**config.mk**
```make
export PLATFORM = sky130hd
export DESIGN_NAME = counter_dn_32bit_uf
export DESIGN_NICKNAME = d
export VERILOG_FILES = /design/src/rtl/counter_dn_32bit_uf.sv
export SDC_FILE = /design/constraint.sdc
export NUM_CORES = 1
export LEC_CHECK = 0
export BUFFER_PORTS_ARGS = -buffer_cell sky130_fd_sc_hd__buf_4
export CAP_MARGIN = 20
export CELL_PAD_IN_SITES_DETAIL_PLACEMENT = 1
export CELL_PAD_IN_SITES_GLOBAL_PLACEMENT = 1
export CORE_UTILIZATION = 45
export CTS_CLUSTER_SIZE = 25
export DETAILED_ROUTE_END_ITERATION = 7
export GPL_ROUTABILITY_DRIVEN = 1
export GPL_TIMING_DRIVEN = 0
export PLACE_DENSITY_LB_ADDON = 0.05
export RECOVER_POWER = 25
export SLEW_MARGIN = 10
export SYNTH_ARGS = -nofsm -noshare
export SYNTH_HDL_FRONTEND = slang
export SYNTH_SLANG_ARGS = --single-unit
```
**constraint.sdc**
```tcl
create_clock -name clk -period 5.7 [get_ports clk]
set_input_delay 0.57 -clock clk [delete_from_list [all_inputs] [get_ports clk]]
set_output_delay 0.57 -clock clk [all_outputs]
set_load 0.05 [all_outputs]
```
**src/rtl/counter_dn_32bit_uf.sv**
```systemverilog
// Loadable down-counter/timer with a one-cycle underflow pulse and optional auto-reload.
// Optional sticky underflow flag (uf_clr / uf_sticky) is built when COUNTER_DN_STICKY_EN is defined.
module counter_dn_32bit_uf #(
   parameter int WIDTH = 32
) (
   input  logic             clk,
   input  logic             reset,
   input  logic             load,
   input  logic [WIDTH-1:0] load_val,
   input  logic             start,
   input  logic             stop,
   input  logic             auto_reload,
   output logic [WIDTH-1:0] count,
   output logic             underflow,
   output logic             busy,
   output logic [1:0]       state_dbg
`ifdef COUNTER_DN_STICKY_EN
   ,
   input  logic             uf_clr,
   output logic             uf_sticky
`endif
);

   typedef enum logic [1:0] {
      S_IDLE = 2'd0,
      S_RUN  = 2'd1,
      S_DONE = 2'd2
   } state_t;

   state_t           state;
   state_t           state_nxt;
   logic [WIDTH-1:0] reload;
   logic [WIDTH-1:0] reload_nxt;
   logic [WIDTH-1:0] count_nxt;
   logic             uf_nxt;

   always_ff @(posedge clk or negedge reset) begin
      if (!reset) begin
         state     <= S_IDLE;
         count     <= '0;
         reload    <= '0;
         underflow <= 1'b0;
         busy      <= 1'b0;
      end else begin
         state     <= state_nxt;
         count     <= count_nxt;
         reload    <= reload_nxt;
         underflow <= uf_nxt;
         busy      <= (state_nxt == S_RUN);
      end
   end

   // Command priority is load > stop > start; expiry is only evaluated when no command wins.
   always_comb begin
      state_nxt  = state;
      count_nxt  = count;
      reload_nxt = reload;
      uf_nxt     = 1'b0;
      if (load) begin
         count_nxt  = load_val;
         reload_nxt = load_val;
         state_nxt  = S_IDLE;
      end else if (stop && (state == S_RUN)) begin
         state_nxt = S_IDLE;
      end else begin
         case (state)
            S_IDLE: begin
               if (start) state_nxt = S_RUN;
            end
            S_DONE: begin
               if (start) begin
                  count_nxt = reload;
                  state_nxt = S_RUN;
               end
            end
            S_RUN: begin
               if (count != '0) begin
                  count_nxt = count - WIDTH'(1);
               end else begin
                  uf_nxt = 1'b1;
                  if (auto_reload) count_nxt = reload;
                  else             state_nxt = S_DONE;
               end
            end
            default: state_nxt = S_IDLE;
         endcase
      end
   end

   assign state_dbg = state;

`ifdef COUNTER_DN_STICKY_EN
   // Set tracks the same edge that raises underflow, so a same-edge clear loses.
   always_ff @(posedge clk or negedge reset) begin
      if (!reset)      uf_sticky <= 1'b0;
      else if (uf_nxt) uf_sticky <= 1'b1;
      else if (uf_clr) uf_sticky <= 1'b0;
   end
`endif

endmodule
```
### Word-level counts from Yosys, hierarchy flattened

Cells that the tools add are included.

* input port bits: 38
* word-level logic and storage cells: 34
* register bits after elaboration: 68
* output and inout bits: 36

* mux-type cells: 16
* reductions and logical operators: 6
* add/subtract/negate cells: 1
* equal/unequal tests: 6

Operators with widths (count)
* $mux 32: 5
* $pmux 32 s2: 1
* $reduce_bool 32->1: 1
* $sub 32x1->32 const B: 1
* $mux 2: 5
* $eq 2x1->1 const B: 2
* $mux 1: 4
* $ne 4x3->1 const B: 1
* $pmux 2 s2: 1
* $reduce_and 4->1: 1
* $ne 3x3->1 const B: 1
* $reduce_bool 3->1: 1
* $eq 2x2->1 const B: 1
* $logic_not 2->1: 1
* $ne 2x2->1 const B: 1
* $reduce_or 2->1: 1
* $logic_and 1x1->1: 1

### Logic depth before layout (Yosys ltp)

Gate-level depths: netlist of the first run.

* depth after elaboration: 6
* gate-level depth with buffers: 10
* depth with buffers taken out: 8

### Worst setup path after synthesis of the first run

Ideal clock, no wire load.

* path kind: reg2reg
* start: reg count[0]
* end: reg count[26]
* data required time: 5579 ps
* arrival time: 2785 ps
* period minus slack after synthesis: 2906 ps
* stages on the path, launching flop included: 10
* setup slack: 2794 ps
* setup time: 121 ps
* path buffers: 2
* path through: dfrtp_1 -> inv_1 -> ha_1 -> or4b_4 -> nor4_4 -> nand3_4 -> o31a_1 -> buf_2 -> buf_6 -> a22o_1

* word-level cells in the longest chain between the ends: 5
* elaborated cells on any way between the ends: 8
* classes of those cells: 1 x add/sub; 1 x eq/ne; 4 x mux; 2 x reduce/logical

Ends and longest elaborated chain
* from (decl): RTL line 13 `output logic [WIDTH-1:0] count,`
* from (signal assigned): RTL line 46 `count <= count_nxt;`
* $sub 32x1->32 or $reduce_bool 32->1 (tied branches): RTL line 78, 77
* $mux 32: RTL line 77 `if (count != '0) begin`
* $pmux 32 s2: RTL line 66 `case (state)`
* $mux 32: RTL line 63 `end else if (stop && (state == S_RUN)) begin`
* $mux 32: RTL line 59 `if (load) begin`

Parallel ways exist; a longest one is shown, timed or not. The select of a mux whose other input is x is not followed.
A chain may end at the register's enable or synchronous reset.

==> results list, run 1 <==
* Final WS setup: 2.06 ns
- Prior to clock tree synthesis, the placed netlist has a worst setup slack of 2.40 ns.
- For this run, the total global-route usage over all layers was measured as 0.344.
- The die covers 0.00914 sq mm.
* TritonCTS clock tree: yes
- Standard-cell rows: 33
- Of the post-synthesis cell area, the dominant cell type holds 0.431.
* Share of synthesized area occupied by flip-flops and latches: 0.431
* Clock-pin slew of the registers on the worst-case setup and hold paths: 0.08 ns
* Setup repair after global routing missed its margin: false
- Total power divided by cell area: 316 mW/mm^2
* Hold WC Path Type: input port to register
- Yosys attributes the largest share of cell area to sky130_fd_sc_hd__dfrtp_1, sky130_fd_sc_hd__nand2_1, sky130_fd_sc_hd__o21ai_0.
* Core region area: 0.00834 sq mm
* Inserted Clock Buffers: 9
* Sinks on Clock Net: 68
* Hold Crit Start: stop
* Utilization after layout: 0.582
* Final antenna-violating net count: 0
- Starting density of the core: 0.473
* Crit path buffers/inverters: 1
* Critical-path cell with the highest stage delay: sky130_fd_sc_hd__clkbuf_1
- Period utilisation layout: 0.638
- Number of distinct standard cells referenced by the synthesized netlist: 71
- The first global-routing pass estimated 23000 um of wire.
* Slew at the pin closest to its max-slew limit: 3.78 ns
- In the final routed layout, each cell accounts on average for 23.1 um.
- Net count of the finished layout: 557
- Among cell families on the critical path, the largest total delay comes from buffers and inverters.
* Ports placed on the boundary: 74
- The first routing iteration left 268 violations.
- On the final layout, the worst clock skew is 0.00864 ns.
- Fraction of registers with async set or reset after synthesis: 1.00
- Hold timing on the final database bottoms out at a slack of 0.418 ns.
* Total global routing overflow: 0
- Synthesized netlist net count: 475
* DRC violation count after routing: 0
- Counting flops and latches in the post-synthesis netlist gives 68.
- Adding up every negative setup slack in the final design gives 0 ns.
* Cell chain of the critical path: clkbuf_1
- After clock tree synthesis, the setup repair step added 0 buffers.
* HPWL after detailed placement: 10000 um
- After detailed routing, the number of vias per cell comes to 6.45.
* Cell taking the most area after synthesis: sky130_fd_sc_hd__dfrtp_1
* Maximum cell stage delay along the critical path: 2.61 ns
* Final setup fails: 0
- The most used flip-flop cell after synthesis is sky130_fd_sc_hd__dfrtp_1.
- Post-CTS repair changed the size of 0 cells.
- Counting along the longest clock path gives a buffer depth of 2.
* Area added between synthesis and finish: 23.2%
* Clock latency on the worst-skew pair: 0.35 ns
- Worst endpoint data arrival time: 3.23 ns
- The number of hold-slack violations in the final timing report came to 0.
* Kind of capture point of the worst setup path: asynchronous set/reset pin
- Entering global routing, the biggest net connects 69 pins.
- In this run the tool buffered the top-level ports with 71 buffer cells.
- The cell area that synthesis handed to floorplanning was 0.00394 sq mm.
* Vias in the first global route: 4343
* Critical Setup Path Class: input port to asynchronous set/reset pin
- Level count of the clock H-tree: 3
* Reg2reg start: count[0]
- For this run, the top clock speed supported by timing is 0.275 GHz.
- For the finished layout, the period the worst path requires is 3.64 ns.
* Clock root cell: sky130_fd_sc_hd__clkbuf_8
- Max-slew violations: 69
* EDFF count, synth: 0
* Relative slew margins: -1.52
- Top fanout value on the critical path: 68
- The checks that failed: capacitance limit, slew limit.
- Hold repair after CTS inserted 0 buffers.
- Worst IR Drop VDD: 0.000164 V
- Die Y: 95.6 um
* Horiz. Die Dim: 95.6 um
- Antenna violations before repair: 1
- During synthesis, Yosys emitted a total of 0 warnings.
- Run status: complete, but fails checks
- Detailed-route via count: 4055
- For this run, the detailed router's first-pass iteration total came to 5.
- In the final layout, the share of cells above drive strength 1 is 0.226.
* Mapped Cells: 436
- Routability-driven placement finished with a final weighted congestion of 0.873.
- Across the run, the number of max-cap violations was 1.
* Launching element type of the critical path: input port
- WP data required: 5.30 ns
- Avg Synthesized Cell Area: 9.05 sq um
- Total leakage power: 2.14 nW
- Worst Setup SP: reset
- The filler cells instantiated in the layout total 997.
- After detailed routing, the total wire length is 14600 um.
Yosys cell counts, types with 4 or more instances:
| master | instances |
|---|---|
| sky130_fd_sc_hd__a21o_1 | 4 |
| sky130_fd_sc_hd__nand4_1 | 7 |
| sky130_fd_sc_hd__nand2_1 | 59 |
| sky130_fd_sc_hd__or3_1 | 11 |
| sky130_fd_sc_hd__inv_1 | 30 |
| sky130_fd_sc_hd__buf_6 | 4 |
| sky130_fd_sc_hd__o21ai_0 | 42 |
| sky130_fd_sc_hd__nand3_1 | 7 |
| sky130_fd_sc_hd__or4_1 | 6 |
| sky130_fd_sc_hd__mux2i_1 | 4 |
| sky130_fd_sc_hd__and3_1 | 4 |
| sky130_fd_sc_hd__o22ai_1 | 4 |
| sky130_fd_sc_hd__o211ai_1 | 12 |
| sky130_fd_sc_hd__a22o_1 | 9 |
| sky130_fd_sc_hd__mux2_2 | 9 |
| sky130_fd_sc_hd__a211oi_1 | 4 |
| sky130_fd_sc_hd__clkbuf_1 | 19 |
| sky130_fd_sc_hd__o21a_1 | 5 |
| sky130_fd_sc_hd__a31oi_1 | 5 |
| sky130_fd_sc_hd__nor3_1 | 14 |
| sky130_fd_sc_hd__dfrtp_1 | 68 |
| sky130_fd_sc_hd__nor4_1 | 5 |
| sky130_fd_sc_hd__nor2_1 | 21 |
| sky130_fd_sc_hd__o311ai_0 | 5 |
| sky130_fd_sc_hd__a21oi_1 | 10 |
cells in the final DEF (no fill, tap or decap), types with 6 or more instances in the layout:
cell type / count
sky130_fd_sc_hd__buf_4: 71
sky130_fd_sc_hd__dfrtp_1: 68
sky130_fd_sc_hd__nand2_1: 59
sky130_fd_sc_hd__o21ai_0: 42
sky130_fd_sc_hd__inv_1: 30
sky130_fd_sc_hd__clkbuf_1: 21
sky130_fd_sc_hd__nor2_1: 21
sky130_fd_sc_hd__nor3_1: 14
sky130_fd_sc_hd__o211ai_1: 12
sky130_fd_sc_hd__or3_1: 11
sky130_fd_sc_hd__clkbuf_8: 11
sky130_fd_sc_hd__a21oi_1: 10
sky130_fd_sc_hd__mux2_2: 9
sky130_fd_sc_hd__a22o_1: 9
sky130_fd_sc_hd__nand4_1: 7
sky130_fd_sc_hd__nand3_1: 7
sky130_fd_sc_hd__or4_1: 6
path summary, 6_finish.rpt:
check                      slack, ns  cells after the start          to
setup / recovery                2.06                      1    count[9]
hold / removal                  0.42                      2   underflow
setup reg to reg                2.26                      9   count[27]
hold reg to reg                 0.48                      2  reload[26]
max in group clk                2.26                      9   count[27]
min in group asynchronous       1.51                      1   count[22]
worst register-to-register path, cell delays in order (launching register included):
cell and delay, ns:
sky130_fd_sc_hd__dfrtp_1 0.47, sky130_fd_sc_hd__inv_1 0.11, sky130_fd_sc_hd__ha_1 0.23, sky130_fd_sc_hd__or4b_4 0.56
sky130_fd_sc_hd__nor4_4 0.61, sky130_fd_sc_hd__nand3_4 0.25, sky130_fd_sc_hd__o31ai_4 0.62, sky130_fd_sc_hd__buf_4 0.32
sky130_fd_sc_hd__nand2_1 0.10, sky130_fd_sc_hd__nand4_1 0.10
area by class of cell:
class | instances | area (sq um) | area share
inverter | 30 | 113 | 0.0232
clock buffer | 12 | 155 | 0.0319
multi-input combinational | 310 | 1990 | 0.409
timing repair buffer | 71 | 529 | 0.109
clock inverter | 4 | 95.1 | 0.0196
tap | 105 | 131 | 0.0270
buffer | 28 | 143 | 0.0294
sequential | 68 | 1700 | 0.350
antenna | 1 | 2.50 | 0.000515
flip-flops by register name (all words and copies together), names as in the netlist:
signal / flops
count: 32
reload: 32
underflow: 1
busy: 1
state_dbg: 2
cells by family after synthesis:
group           count (synthesis)  synth area share
simple gates                  160             0.224
mux                            13            0.0359
xor+xnor                        2           0.00444
compound gates                134             0.237
flops                          68             0.431
buf+inv                        58            0.0647
fa+ha+maj                       1           0.00317
metal layers:
layer,global-route usage,up-vias,part of all wire
met5,0,-,0
met4,0.184,0,0.040
met3,0.0630,47,0.060
met2,0.554,186,0.48
met1,0.439,2045,0.42
li1,-,1777,-
through the flow:
| step | power [W] | instances | area (sq um) |
|---|---|---|---|
| after floorplan | 0.000859 | 436 | 3940 |
| after detailed placement | 0.00102 | 612 | 4610 |
| after global placement | 0.00100 | 612 | 4610 |
| final | 0.00153 | 629 | 4860 |
| after CTS | 0.00153 | 628 | 4860 |
| after global routing | 0.00159 | 629 | 4860 |
power breakdown:
part | switching (W) | internal [W] | total (W)
registers | 0.0000646 | 0.000536 | 0.000600
logic | 0.000275 | 0.000139 | 0.000414
clock network | 0.000205 | 0.000315 | 0.000520
(Power assumes the default switching activity.)
==> run 2: changes to the inputs <==
- CORE_UTILIZATION: 45 -> 38
- clock period: 5.7 -> 3.3 ns (I/O delays scaled with it)
==> run 2 against run 1 <==
Against the previous run:
- the flow still finishes with violations (capacitance limit, slew limit)
- register-to-register slack got worse by 2.1 ns
- non-clock buffer count unchanged
- clock power up 54%
- routed wire length is 2.2% lower
- global-route usage fell by 7.2 points
- via count fell by 3.9%
- largest power group unchanged
==> results list, run 2 (synthesis gave the netlist of run 1 again) <==
- Post-route setup TNS: 0 ns (unchanged)
* Kind of capture point of the worst setup path: register
* Worst hold path cell count: 2 (unchanged)
- The sequential cell area came to 0.00170 sq mm (unchanged).
* Via density: 5.94 (-7.9%)
* Antenna violations before repair: 0 (-1)
- The area growth from synthesis to final layout is 23.2% (unchanged).
- The pin count of the biggest net entering global routing is 69 (unchanged).
- The top fanout value on the critical path came to 9 (-87%).
- Die Y: 104 um (+8.6%)
- Standard-cell rows: 36 (+9.1%)
- Hold WC Path Type: input port to register
* Period utilisation layout: 0.950
- Hold endpoint: underflow
- Net count of the finished layout: 557 (unchanged)
- The worst register-to-register path ends at count[1].
* Failing checks: capacitance limit, slew limit
* Die outline area: 0.0108 sq mm (+18%)
- The maximum clock insertion buffer count is 2 (unchanged).
- Max-slew violations: 69 (unchanged)
* Internal reg-to-reg setup slack: 0.17 ns (-2.09 ns)
- Horiz. Die Dim: 104 um (+8.6%)
* Cell Count Post-Placement: 640 (+4.6%)
- The effective utilization at floorplan was 0.398 (-0.0749).
- The worst setup slack after layout was 0.165 ns (-1.90 ns).
* Clock-pin slew of the registers on the worst-case setup and hold paths: 0.08 ns (about the same)
- The setup path with the least slack is of type register to register.
* Total of max-cap violations: 1 (unchanged)
- The worst setup skew after layout was 0.0124 ns (+0.00373 ns).
* Count of hold-fix buffers inserted at cts: 0 (unchanged)
- The initial DRC count is 234 (-13%).
- The worst register-to-register path begins at count[0].
- The final setup violation count was 0 (unchanged).
* Clock latency on the worst-skew pair: 0.36 ns (about the same)
- WP data required: 3.52 ns (-1.78 ns)
- The worst path in the final design needs a cycle of 3.13 ns, including I/O delays and setup.
- The top cell types in the final layout, fill and taps aside, are sky130_fd_sc_hd__buf_4, sky130_fd_sc_hd__dfrtp_1, sky130_fd_sc_hd__nand2_1, sky130_fd_sc_hd__o21ai_0, sky130_fd_sc_hd__inv_1.
- STA classifies the critical path startpoint as a register.
* Weighted congestion at the end of routability-driven global placement: 0.862 (-1.2%)
* Worst Reg2Reg Path Length in Cells: 9 (unchanged)
- Aggregate routed wire length: 14200 um (-2.2%)
- The data arrival time of the worst path was 3.36 ns (+0.13 ns).
* Share of cells above drive strength 1: 0.228 (+0.00191)
- The number of inserted diodes is 0 (-1).
- HPWL after detailed placement: 9860 um (-1.4%)
- The TritonCTS sink count is 68 (unchanged).
* Detailed-route via count: 3896 (-3.9%)
* Hold Violations, Final: 0 (unchanged)
- The library cell used most frequently in the layout, excluding fill and tap cells, is sky130_fd_sc_hd__buf_4.
- TritonCTS built the clock tree.
- The run finished, with violations left.
- Total leakage power: 2.13 nW (-0.49%)
* Maximum achievable frequency: 0.319 GHz
- The maximum level of the CTS H-tree is 3 (unchanged).
- Core region area: 0.00991 sq mm (+19%)
* Number of fill cells: 1210 (+21%)
- The residual overflow from global routing was 0 (unchanged).
- DRC violation count after routing: 0 (unchanged)
- Relative slew margins: -0.187 (+1.33)
* Buffers inserted during post-CTS setup optimization: 0 (unchanged)
- Total power divided by cell area: 524 mW/mm^2 (+66%)
- Pre-CTS setup slack: 0.0282 ns (-2.38 ns)
* Clock root cell: sky130_fd_sc_hd__clkbuf_8
- The worst hold path begins at stop.
* Quantity of I/O buffers inserted on ports: 71 (unchanged)
- The via count of the first global-routing pass came to 3960 (-8.8%).
* Inserted Clock Buffers: 9 (unchanged)
- The peak supply drop is 0.000190 V (+16%).
* Non-Filler Instances: 656 (+4.3%)
- The first-pass iteration count of the detailed router was 5 (unchanged).
- Tracing the worst setup path back leads to its startpoint at count[0].
- Setup repair after global routing left no endpoint under its margin.
- Footprint of the multi-input gates: 0.00199 sq mm (unchanged)
- Final antenna-violating net count: 0 (unchanged)
- The overall fraction of global-route tracks in use was 0.272 (-0.0721).
- Ports placed on the boundary: 74 (unchanged)
* Avg WL per Cell: 21.7 um (-6.3%)
- The transition time of the tightest slew-check pin came to 1.78 ns (-2.00 ns).
- First-pass GRT wire length: 22500 um (-2.1%)
-- run 2: worst max path at each step --
stage	endpoint	slack (ns)	cells past startpoint
2_1_floorplan	count[26]	0.39	9
3_5_place_dp	count[30]	0.03	8
6_report	count[1]	0.17	9
3_3_place_gp	count[25]	0.02	8
5_1_grt	count[14]	0.03	9
4_1_cts	count[25]	0.03	8
-- run 2: worst max-delay path, stage by stage (launching register included) --
cell                       delay (ns)
sky130_fd_sc_hd__dfrtp_1         0.46
sky130_fd_sc_hd__inv_1           0.09
sky130_fd_sc_hd__ha_1            0.21
sky130_fd_sc_hd__or4b_4          0.54
sky130_fd_sc_hd__nor4_4          0.48
sky130_fd_sc_hd__nand3_4         0.24
sky130_fd_sc_hd__o31a_1          0.32
sky130_fd_sc_hd__buf_2           0.21
sky130_fd_sc_hd__nand2_1         0.27
sky130_fd_sc_hd__o221ai_1        0.18
-- run 2: where the power goes --
group          switching, W  internal (W)  total [W]
Clock              0.000359      0.000443   0.000802
Sequential         0.000108      0.000925    0.00103
Combinational      0.000468      0.000240   0.000708
Total              0.000935       0.00161    0.00254
-- run 2: layer usage --
| metal | GRT usage | vias to the layer above | wire [um] |
|---|---|---|---|
| met5 | 0 | - | 0 |
| met4 | 0.107 | 0 | 295 |
| met3 | 0.0301 | 21 | 661 |
| met2 | 0.435 | 145 | 6630 |
| met1 | 0.378 | 1959 | 6650 |
| li1 | - | 1771 | - |
-- run 2: final cells by class --
cell class              instances  area share
flip-flops and latches         68       0.350
repair buffers                 71       0.109
clock inverters                 5      0.0155
clock buffers                  11      0.0291
multi-input cells             310       0.409
well taps                     133      0.0343
inverters                      30      0.0232
plain buffers                  28      0.0294
-- run 2: timing repair --
item                                    in CTS  in global routing
resized for setup                            0                  0
hold endpoints to repair                     0                  0
endpoints found under the setup margin       0                 19
-- run 2: through the flow --
step / power [W] / utilization / hold WS, ns / area (sq um)
2_1_floorplan: 0.00148 / - / 0.0344 / 3940
3_3_place_gp: 0.00174 / 0.469 / 0.454 / 4640
4_1_cts: 0.00255 / 0.490 / 0.125 / 4860
6_report: 0.00254 / 0.490 / 0.158 / 4860
3_5_place_dp: 0.00175 / 0.469 / 0.459 / 4640
5_1_grt: 0.00264 / 0.490 / 0.160 / 4860
==> run 3: changes to the inputs <==
- CELL_PAD_IN_SITES_GLOBAL_PLACEMENT: 1 -> 2
- CORE_UTILIZATION: 38 -> 27
- HOLD_SLACK_MARGIN: unset -> 0.15
==> run 3 against run 2 <==
Against the previous run:
- the flow still finishes with violations (capacitance limit, slew limit)
- setup slack improved by 0.086 ns
- non-clock buffer count rose by 4
- die area grew 40%
- critical path depth rose by 1
- flip-flop and latch count unchanged
- combinational power is 1% higher
- via count is 2.3% lower
- critical endpoint is now count[14]
- sequential power hardly changed
- global-route usage down 4.8 points
- clock skew shrank 0.0029 ns
- register-to-register slack better by 0.09 ns
==> results list, run 3 (synthesis gave the netlist of run 1 again) <==
- The first-pass iteration count of the detailed router was 4 (-1).
- Pre-CTS setup slack: -0.0846 ns (-0.113 ns)
- The final critical-path share of the clock period is 0.924 (-0.0261).
- The width of the die is 123 um (+18%).
- The count of nets left with antenna violations after detail routing is 0 (unchanged).
* GRT Total Usage: 0.224 (-0.0479)
- The top fanout value on the critical path was 10 (+1).
- Launching element type of the critical path: register
- The worst setup path is of the register to register kind.
* Total of max-cap violations: 1 (unchanged)
- The number of placement rows is 43 (+19%).
- The placeable core area was 0.0140 sq mm (+42%).
* Cell Count Post-Placement: 687 (+7.3%)
- The first-pass GRT wire length came to 24200 um (+7.1%).
* Worst endpoint data arrival time: 3.31 ns (-0.05 ns)
- The CTS clock-pin slew for the worst setup and hold paths was 0.06 ns (-0.02 ns).
- Max-slew violations: 69 (unchanged)
- Clock latency on the worst-skew pair: 0.34 ns (-0.02 ns)
* Aggregate routed wire length: 15600 um (+9.3%)
* Violation count after the first detailed-route iteration: 176 (-25%)
* Kind of capture point of the worst setup path: register
- Worst IR Drop VDD: 0.000260 V (+37%)
- The number of inserted diodes was 0 (unchanged).
- The maximum level of the CTS H-tree was 3 (unchanged).
- Share of cells above drive strength 1: 0.233 (+0.00586)
- The number of buffers added by the clock tree synthesis step is 9 (unchanged).
* Via density: 5.38 (-9.4%)
- Weighted congestion at the end of routability-driven global placement: 0.779 (-9.7%)
* Failing checks: capacitance limit, slew limit
- The maximum clock insertion buffer count is 2 (unchanged).
- The worst setup skew after layout came to 0.00946 ns (-0.00291 ns).
* Hold WC Path Type: input port to register
- Final setup fails: 0 (unchanged)
- Total leakage power: 2.20 nW (+3.6%)
- Maximum achievable frequency: 0.328 GHz (+2.8%)
* DRC violation count after routing: 0 (unchanged)
- The die area came to 0.0151 sq mm (+40%).
* Slew at the pin closest to its max-slew limit: 1.88 ns (+0.104 ns)
* Area added between synthesis and finish: 28.7%
* Final WS setup: 0.252 ns (+0.0862 ns)
* Most frequent cells in the layout: sky130_fd_sc_hd__buf_4, sky130_fd_sc_hd__dfrtp_1, sky130_fd_sc_hd__nand2_1, sky130_fd_sc_hd__o21ai_0, sky130_fd_sc_hd__inv_1
- Clock root cell: sky130_fd_sc_hd__clkbuf_16
- The TritonCTS sink count came to 68 (unchanged).
* Relative slew margins: -0.257 (-0.0694)
- Pin count of the biggest net entering global routing: 69 (unchanged)
- Setup repair after global routing missed its margin: false
- The post-layout net count was 561 (+0.72%).
* Ports placed on the boundary: 74 (unchanged)
- Avg WL per Cell: 22.0 um (+1.4%)
- Die Y: 123 um (+18%)
* Antenna violations before repair: 0 (unchanged)
- Most common cell after layout, fill and taps aside: sky130_fd_sc_hd__buf_4
- The post-route non-filler standard cell count is 707 (+7.8%).
* Starting density of the core: 0.281 (-0.117)
* Overall power: 0.00286 W (+12%)
- The post-DP HPWL is 11000 um (+11%).
* Total global routing overflow: 0 (unchanged)
- Count of hold-fix buffers inserted at cts: 0 (unchanged)
- Detailed-route via count: 3805 (-2.3%)
- WP data required: 3.56 ns (+0.04 ns)
- TritonCTS built the clock tree.
- The via count of the first global-routing pass came to 4008 (+1.2%).
- Run status: complete, but fails checks
* Post-route setup TNS: 0 ns (unchanged)
* Hold Violations, Final: 0 (unchanged)
* Total power divided by cell area: 563 mW/mm^2 (+7.6%)
* Minimum clock period after layout: 3.05 ns (-0.0862 ns)
* Quantity of I/O buffers inserted on ports: 71 (unchanged)
run 3: through the flow:
step	cell area, sq um	hold WS, ns	utilization
after floorplan	3940	0.0344	-
after detailed placement	4700	0.462	0.335
after global routing	5080	0.168	0.361
after global placement	4700	0.455	0.335
after CTS	5050	0.168	0.359
final	5080	0.178	0.361
run 3: power breakdown:
part	switching, W	total, W	internal, W
Combinational	0.000472	0.000715	0.000242
Clock	0.000384	0.00111	0.000724
Sequential	0.000109	0.00104	0.000927
Total	0.000965	0.00286	0.00189
run 3: path summary, 6_finish.rpt:
kind                            cells after the start        from  slack, ns          to
worst min register to register                      2  reload[26]       0.47  reload[26]
worst min-delay path                                2        stop       0.18   underflow
max in group asynchronous                           1       reset       1.68  reload[28]
worst max register to register                     10    count[0]       0.25   count[14]
worst max-delay path                               10    count[0]       0.25   count[14]
min in group asynchronous                           1       reset       0.48  reload[22]
run 3: critical path, cell delays in order (launching register included):
cell and delay [ns]:
sky130_fd_sc_hd__dfrtp_1 0.45, sky130_fd_sc_hd__inv_1 0.09, sky130_fd_sc_hd__ha_1 0.22, sky130_fd_sc_hd__or4b_4 0.55, sky130_fd_sc_hd__nor4_4 0.23, sky130_fd_sc_hd__buf_4 0.20
sky130_fd_sc_hd__nand3_4 0.17, sky130_fd_sc_hd__clkbuf_1 0.40, sky130_fd_sc_hd__nor2_1 0.40, sky130_fd_sc_hd__o221ai_1 0.15, sky130_fd_sc_hd__o211ai_1 0.11
run 3: what timing repair did:
item	4_1_cts	5_1_grt
pin swaps	2	1
buffers inserted	1	3
gates resized for setup	0	1
cloned	0	0
setup endpoints to repair	13	15
run 3: final cells by class:
type                    instances  area, sq um
clock buffers                  13          270
inverters                      30          113
clock inverters                 3         67.6
repair buffers                 75          561
fillers                      1632         8970
multi-input cells             310         2000
well taps                     180          225
flip-flops and latches         68         1700
plain buffers                  28          143
run 3: routing by layer:
layer | vias up | global-route usage | wire (um)
met5 | - | 0 | 0
met4 | 0 | 0.0556 | 216
met3 | 17 | 0.0544 | 890
met2 | 107 | 0.372 | 7420
met1 | 1899 | 0.292 | 7030
li1 | 1782 | - | -
